### config.mk
export PLATFORM = sky130hd
export DESIGN_NAME = p_reg_6502_flat
export DESIGN_NICKNAME = d
export VERILOG_FILES = /design/src/rtl/p_reg_6502_if.sv /design/src/rtl/p_reg_6502.sv /design/src/flat_wrapper.sv
export SDC_FILE = /design/constraint.sdc
export NUM_CORES = 1
export LEC_CHECK = 0
export ABC_CLOCK_PERIOD_IN_PS = 1700
export BUFFER_PORTS_ARGS = -buffer_cell sky130_fd_sc_hd__buf_4
export CAP_MARGIN = 20
export CORE_MARGIN = 2
export CORE_UTILIZATION = 47
export CTS_CLUSTER_DIAMETER = 150
export DETAILED_ROUTE_END_ITERATION = 10
export GPL_ROUTABILITY_DRIVEN = 0
export PLACE_DENSITY = 0.83
export SLEW_MARGIN = 20
export SYNTH_ARGS = -nofsm -noshare
export SYNTH_HDL_FRONTEND = slang
export SYNTH_SLANG_ARGS = --single-unit
### constraint.sdc
create_clock -name clk -period 1.7 [get_ports clk]
set_input_delay 0 -clock clk [delete_from_list [all_inputs] [get_ports clk]]
set_output_delay 0 -clock clk [all_outputs]
set_load 0.02 [all_outputs]
### src/rtl/p_reg_6502_if.sv
// ALU/control-to-status-register flag interface: flag ops, ALU flags and data bus in,
// packed P and individual flags back out.
interface p_reg_6502_if;
  logic [3:0] flag_op;
  logic       sync;
  logic       CO;
  logic       V;
  logic       Z;
  logic       N;
  logic [7:0] DI;
  logic       brk_push;
  logic       C_flag;
  logic       Z_flag;
  logic       I_flag;
  logic       D_flag;
  logic       V_flag;
  logic       N_flag;
  logic [7:0] P_out;
  logic       irq_mask;

  modport master (
    output flag_op, sync, CO, V, Z, N, DI, brk_push,
    input  C_flag, Z_flag, I_flag, D_flag, V_flag, N_flag, P_out, irq_mask
  );

  modport slave (
    input  flag_op, sync, CO, V, Z, N, DI, brk_push,
    output C_flag, Z_flag, I_flag, D_flag, V_flag, N_flag, P_out, irq_mask
  );
endinterface

### src/rtl/p_reg_6502.sv
// 6502 processor status register: applies decoded flag ops from the ALU and data bus,
// and keeps an IRQ mask that trails the I flag by one instruction boundary.
module p_reg_6502 #(
  parameter bit RESET_D = 1'b0,
  parameter bit PUSH_B5 = 1'b1
) (
  input  logic          clk,
  input  logic          reset_n,
  input  logic          RDY,
  p_reg_6502_if.slave   bus
);

  typedef enum logic [3:0] {
    OpNone   = 4'b0000,
    OpNz     = 4'b0001,
    OpNzc    = 4'b0010,
    OpNzcv   = 4'b0011,
    OpBit    = 4'b0100,
    OpPlp    = 4'b0101,
    OpClc    = 4'b0110,
    OpSec    = 4'b0111,
    OpCli    = 4'b1000,
    OpSei    = 4'b1001,
    OpCld    = 4'b1010,
    OpSed    = 4'b1011,
    OpClv    = 4'b1100,
    OpIntEnt = 4'b1101,
    OpLoad   = 4'b1110,
    OpRsvd   = 4'b1111
  } flag_op_e;

  logic c_q, z_q, i_q, d_q, v_q, n_q, mask_q;
  logic c_d, z_d, i_d, d_d, v_d, n_d, mask_d;

  always_comb begin
    c_d    = c_q;
    z_d    = z_q;
    i_d    = i_q;
    d_d    = d_q;
    v_d    = v_q;
    n_d    = n_q;
    mask_d = mask_q;
    if (RDY) begin
      unique case (flag_op_e'(bus.flag_op))
        OpNz:   begin n_d = bus.N; z_d = bus.Z; end
        OpNzc:  begin n_d = bus.N; z_d = bus.Z; c_d = bus.CO; end
        OpNzcv: begin n_d = bus.N; z_d = bus.Z; c_d = bus.CO; v_d = bus.V; end
        OpBit:  begin n_d = bus.DI[7]; v_d = bus.DI[6]; z_d = bus.Z; end
        OpPlp: begin
          // DI[5:4] are not real flags and are dropped.
          n_d = bus.DI[7];
          v_d = bus.DI[6];
          d_d = bus.DI[3];
          i_d = bus.DI[2];
          z_d = bus.DI[1];
          c_d = bus.DI[0];
        end
        OpClc:    c_d = 1'b0;
        OpSec:    c_d = 1'b1;
        OpCli:    i_d = 1'b0;
        OpSei:    i_d = 1'b1;
        OpCld:    d_d = 1'b0;
        OpSed:    d_d = 1'b1;
        OpClv:    v_d = 1'b0;
        OpIntEnt: i_d = 1'b1;
        OpLoad:   begin n_d = bus.DI[7]; z_d = (bus.DI == 8'h00); end
        OpNone, OpRsvd: ;
        default: ;
      endcase
      // Mask samples the pre-update I so CLI/SEI/PLP act one instruction late.
      if (bus.flag_op == OpIntEnt) begin
        mask_d = 1'b1;
      end else if (bus.sync) begin
        mask_d = i_q;
      end
    end
  end

  always_ff @(posedge clk) begin
    if (!reset_n) begin
      c_q    <= 1'b0;
      z_q    <= 1'b0;
      i_q    <= 1'b1;
      d_q    <= RESET_D;
      v_q    <= 1'b0;
      n_q    <= 1'b0;
      mask_q <= 1'b1;
    end else begin
      c_q    <= c_d;
      z_q    <= z_d;
      i_q    <= i_d;
      d_q    <= d_d;
      v_q    <= v_d;
      n_q    <= n_d;
      mask_q <= mask_d;
    end
  end

  assign bus.C_flag   = c_q;
  assign bus.Z_flag   = z_q;
  assign bus.I_flag   = i_q;
  assign bus.D_flag   = d_q;
  assign bus.V_flag   = v_q;
  assign bus.N_flag   = n_q;
  assign bus.irq_mask = mask_q;
  assign bus.P_out    = {n_q, v_q, PUSH_B5, bus.brk_push, d_q, i_q, z_q, c_q};

endmodule

### src/flat_wrapper.sv
// flat-port wrapper written by rule: the top's interface ports become plain ports
module p_reg_6502_flat 
#(
  parameter bit RESET_D = 1'b0,
  parameter bit PUSH_B5 = 1'b1
)
  (clk, reset_n, RDY, bus_flag_op, bus_sync, bus_CO, bus_V, bus_Z, bus_N, bus_DI, bus_brk_push, bus_C_flag, bus_Z_flag, bus_I_flag, bus_D_flag, bus_V_flag, bus_N_flag, bus_P_out, bus_irq_mask);
  p_reg_6502_if bus_i ();
  input  logic clk;
  input  logic reset_n;
  input  logic RDY;
  input wire logic [$bits(bus_i.flag_op)-1:0] bus_flag_op;
  input wire logic [$bits(bus_i.sync)-1:0] bus_sync;
  input wire logic [$bits(bus_i.CO)-1:0] bus_CO;
  input wire logic [$bits(bus_i.V)-1:0] bus_V;
  input wire logic [$bits(bus_i.Z)-1:0] bus_Z;
  input wire logic [$bits(bus_i.N)-1:0] bus_N;
  input wire logic [$bits(bus_i.DI)-1:0] bus_DI;
  input wire logic [$bits(bus_i.brk_push)-1:0] bus_brk_push;
  output wire logic [$bits(bus_i.C_flag)-1:0] bus_C_flag;
  output wire logic [$bits(bus_i.Z_flag)-1:0] bus_Z_flag;
  output wire logic [$bits(bus_i.I_flag)-1:0] bus_I_flag;
  output wire logic [$bits(bus_i.D_flag)-1:0] bus_D_flag;
  output wire logic [$bits(bus_i.V_flag)-1:0] bus_V_flag;
  output wire logic [$bits(bus_i.N_flag)-1:0] bus_N_flag;
  output wire logic [$bits(bus_i.P_out)-1:0] bus_P_out;
  output wire logic [$bits(bus_i.irq_mask)-1:0] bus_irq_mask;
  assign bus_i.flag_op = bus_flag_op;
  assign bus_i.sync = bus_sync;
  assign bus_i.CO = bus_CO;
  assign bus_i.V = bus_V;
  assign bus_i.Z = bus_Z;
  assign bus_i.N = bus_N;
  assign bus_i.DI = bus_DI;
  assign bus_i.brk_push = bus_brk_push;
  assign bus_C_flag = bus_i.C_flag;
  assign bus_Z_flag = bus_i.Z_flag;
  assign bus_I_flag = bus_i.I_flag;
  assign bus_D_flag = bus_i.D_flag;
  assign bus_V_flag = bus_i.V_flag;
  assign bus_N_flag = bus_i.N_flag;
  assign bus_P_out = bus_i.P_out;
  assign bus_irq_mask = bus_i.irq_mask;
  p_reg_6502 #(.RESET_D(RESET_D), .PUSH_B5(PUSH_B5)) u_core (.clk(clk), .reset_n(reset_n), .RDY(RDY), .bus(bus_i));
endmodule
# Word-level counts from Yosys, hierarchy flattened
# Index checks and enable logic that the tools add are counted.
[word_totals]
ff_bits = 7
inputBits = 21
output_inout_bits = 15
word_cells = 50
[classes]
n_eq_ne = 14
n_mux = 8
n_reduce_logical = 21
[ops]
columns = ["operator", "n"]
rows = [
  ["$eq A4 B4 Y1 const B", 7],
  ["$eq A4 B3 Y1 const B", 4],
  ["$reduce_and A2 Y1", 7],
  ["$pmux W1 S3", 4],
  ["$reduce_bool A3 Y1", 4],
  ["$eq A4 B2 Y1 const B", 2],
  ["$logic_not A8 Y1", 1],
  ["$reduce_or A2 Y1", 3],
  ["$reduce_or A3 Y1", 2],
  ["$eq A4 B1 Y1 const B", 1],
  ["$pmux W1 S4", 1],
  ["$reduce_bool A2 Y1", 2],
  ["$reduce_bool A4 Y1", 1],
  ["$reduce_or A4 Y1", 1],
  ["$mux W1", 2],
  ["$pmux W1 S2", 1],
]

# Logic depth before layout (Yosys ltp)
[depth]
word_depth = 4
ltp_mapped = 5
mapped_depth_nobuf = 4

# Least setup slack after synthesis
# No wires, ideal clock.
[synth_path]
path_kind = "input to register"
startpoint = "input RDY"
endpoint = "register u_core.i_q, in the netlist u_core.bus.I_flag"
arrival_ns = 0.747
slack_ns = 0.829
stages = 5
cell_sequence = "buf_4 -> inv_1 -> or3_1 -> a21oi_1 -> o21ai_1"
[synth_via]
elab_chain_len = 1
[synth_lines]
columns = ["element", "line_no", "source"]
rows = [
  ["from (decl)", "flat_wrapper.sv:11", "input logic RDY;"],
  ["$reduce_and A2 Y1 (no source line)", "-", ""],
  ["to (signal assigned)", "p_reg_6502.sv:91", "i_q <= i_d;"],
  ["to (decl)", "p_reg_6502.sv:32", "logic c_q, z_q, i_q, d_q, v_q, n_q, mask_q;"],
]
# Every way passes these cells.
# A chain may end at the register's enable or synchronous reset.

==> summary.txt <==
Clocking
  • Max H-tree Level: 1
  • Post-CTS Resized: 0
  • Clock tree buffer depth: 2
  • Reg clk slew, reported paths: 0.05 ns
  • Clock insertion delay at the later pin of the skew report: 0.25 ns
  • Root buf cell: clkbuf_4
  • CTS tree: yes
  • Total CTS buffers: 3
  • CTS Sinks: 7

Die
  • Core area: 1320 sq um
  • Die Ht: 42.0 um
  • Die area: 1760 sq um
  • FP Rows: 13
  • Starting Density: 51.5%
  • Die Span X: 42.0 um
  • Boundary Pins: 36

Final layout
  • Share of cells above drive strength 1: 44.3%
  • Finished Core Util: 65.8%
  • Cell area after layout: 867 sq um
  • Inserted Diodes: 0
  • NumNets Final: 128
  • Layout area overhead: 27.9%

Yosys
  • Synth async-reset ratio: 0%
  • Number of synthesized flops with an enable pin: 0
  • Sequential area share after synthesis: 20.7%
  • Synth area leaders: dfxtp_1 (21%), buf_4 (10%), buf_6 (5.0%), a21oi_1 (4.4%), a311oi_2 (4.4%)
  • Syn. warnings: 0
  • Synth Flop Type: dfxtp_1
  • Library cells used by synthesis: 38
  • #FFs+latches synth: 7
  • Syn Inst Count: 82
  • Cell accounting for the most synthesized area: dfxtp_1
  • Synth Cell Area: 678 sq um
  • Avg Synthesized Cell Area: 8.27 sq um
  • Yosys top cell area share: 20.7%
  • Syn_nets: 103

Worst setup path
  • CP Cell Sequence: dlygate4sd3_1 -> buf_4 -> inv_1 -> a21oi_1 -> o21a_1
  • Largest fanout on the critical path: 5
  • Largest stage delay, worst path: 0.53 ns
  • Worst Path Buf+Inv: 3
  • Slowest-stage cell, CP: dlygate4sd3_1
  • CP required: 1.84 ns
  • CP Capture Type: flip-flop
  • Worst Reg-to-Reg Cells: 2
  • R2r setup slk: 0.98 ns
  • Critical R2R Launch: u_core.bus.V_flag
  • Crit Path Category: in -> reg
  • Worst R2R End: u_core.bus.V_flag
  • Setup crit start kind: input pin
  • Top Family by Delay on Critical Path: buffers and inverters
  • Crit path arrival time: 1.02 ns

STA
  • Final Hold Fails: 0
  • Fin crit share: 51.8%
  • Finish-stage setup viols: 0
  • Final Skew: 0.0000430 ns
  • Tmin final: 0.880 ns
  • Setup WS post-layout: 0.820 ns
  • Fin Setup TNS: 0 ns
  • Fmax: 1.14 GHz
  • Max-slew violation count: 0
  • RSZ-0062 raised after global routing: false

Drt
  • Met2 WL: 757 um
  • Top Metal Used: met3
  • Initial DRC count: 26
  • DR DRC count: 0
  • Vias/cell: 5.80
  • Post-DRT Antenna Nets: 0
  • Met1 WL: 711 um
  • Routed length on met3: 135 um
  • Drt wl/cell: 13.3 um
  • Final WL: 1600 um
  • Pre-antenna DRT Iters: 4
  • Via count: 702

Placement
  • Placed wire-length estimate: 1250 um
  • Place WS: 0.717 ns
  • I/O Buffers: 32
  • DP Area: 831 sq um

Power
  • Worst VDD drop: 0.000231 V
  • PD cells: 591 nW/um^2
  • Leakage power: 0.378 nW

Worst hold path
  • Worst Hold End: bus_P_out[4]
  • WHS Path Cells: 0
  • Hold Crit Class: in -> out
  • Hold wc startpoint: bus_brk_push

Global route
  • Pin count of the biggest net entering global routing: 17
  • Initial antenna violation count: 0
  • First-pass GRT wire length: 2830 um
  • Remaining Overflow, GRT: 0
  • Number of global-route vias before repair: 646
  • Gr usage total: 20.5%

Outcome
  • Status: completed

Run
  • Max Cap Violations: 0
## worst max path at each step
stage,start,endpoint,slack (ns),cells after the start
after floorplan,RDY,u_core.bus.I_flag,0.83,5
after global placement,bus_flag_op[1],u_core.bus.V_flag,0.73,5
after detailed placement,bus_flag_op[1],u_core.bus.V_flag,0.72,5
after CTS,reset_n,u_core.bus.Z_flag,0.83,5
after global routing,reset_n,u_core.bus.Z_flag,0.77,5
final,reset_n,u_core.bus.Z_flag,0.82,5
## power breakdown
group	total [mW]	switching [mW]	internal (mW)
combinational	0.180	0.0952	0.0847
sequential	0.181	0.00713	0.173
clock	0.152	0.0622	0.0896
total	0.512	0.164	0.348
## through the flow
step	hold slack (ns)	power, mW	cells
finish	0.00000881	0.512	121
global route	0.0000322	0.546	121
CTS	0.000236	0.516	121
detailed placement	0.000236	0.362	116
global placement	0.000236	0.358	116
floorplan	0.0800	0.307	82
## state kept, by name, summed over array words and instances, names as in the netlist
signal,count
u_core.bus.V_flag,1
u_core.bus.D_flag,1
u_core.bus.I_flag,1
u_core.bus.Z_flag,1
u_core.bus.irq_mask,1
u_core.bus.C_flag,1
u_core.bus.N_flag,1
## synthesized netlist by cell type (all sizes together) (4+ instances only)
library cell / number
o21ai: 4
inv: 6
dfxtp: 7
nor3: 4
buf: 13
a21oi: 7
nand2: 6
nor2: 4
## area by class of cell
cell class                 count  area [sq um]
timing repair buffer          33           250
fill                         112           450
clock buffer                   4          26.3
sequential                     7           140
tap                           15          18.8
multi-input combinational     56           409
inverter                       6          22.5
## logic make-up (layout without fill, tap and decap cells)
logic type / count (synthesis) / count (layout) / share of synthesized area, %
AO/OA/AOI/OAI: 25 / 25 / 31.2
buffers and inverters: 19 / 43 / 19.0
flip-flops: 7 / 7 / 20.7
multiplexers: 1 / 1 / 1.48
other: 1 / 1 / 0.553
AND/OR/NAND/NOR: 29 / 29 / 27.1
## layer usage
layer / track usage, % / up-vias
met5: 0 / -
met4: 12.9 / 0
met3: 2.16 / 0
met2: 32.5 / 34
met1: 26.4 / 319
li1: - / 349
## cells in the final DEF, fill, tap and decap left out, types with 3 or more instances in the layout
| master | Yosys | layout |
|---|---|---|
| clkbuf_4 | 0 | 3 |
| nor3_1 | 3 | 3 |
| nor2_1 | 4 | 4 |
| a21oi_1 | 6 | 6 |
| dfxtp_1 | 7 | 7 |
| nand2_1 | 6 | 6 |
| inv_1 | 4 | 4 |
| buf_4 | 9 | 32 |
## what timing repair did
item                                    4_1_cts  5_1_grt
hold buffers                                  1        0
hold endpoints to repair                      2        0
setup buffers                                 0        0
endpoints found under the setup margin        0        0
(Power assumes the default switching activity.)
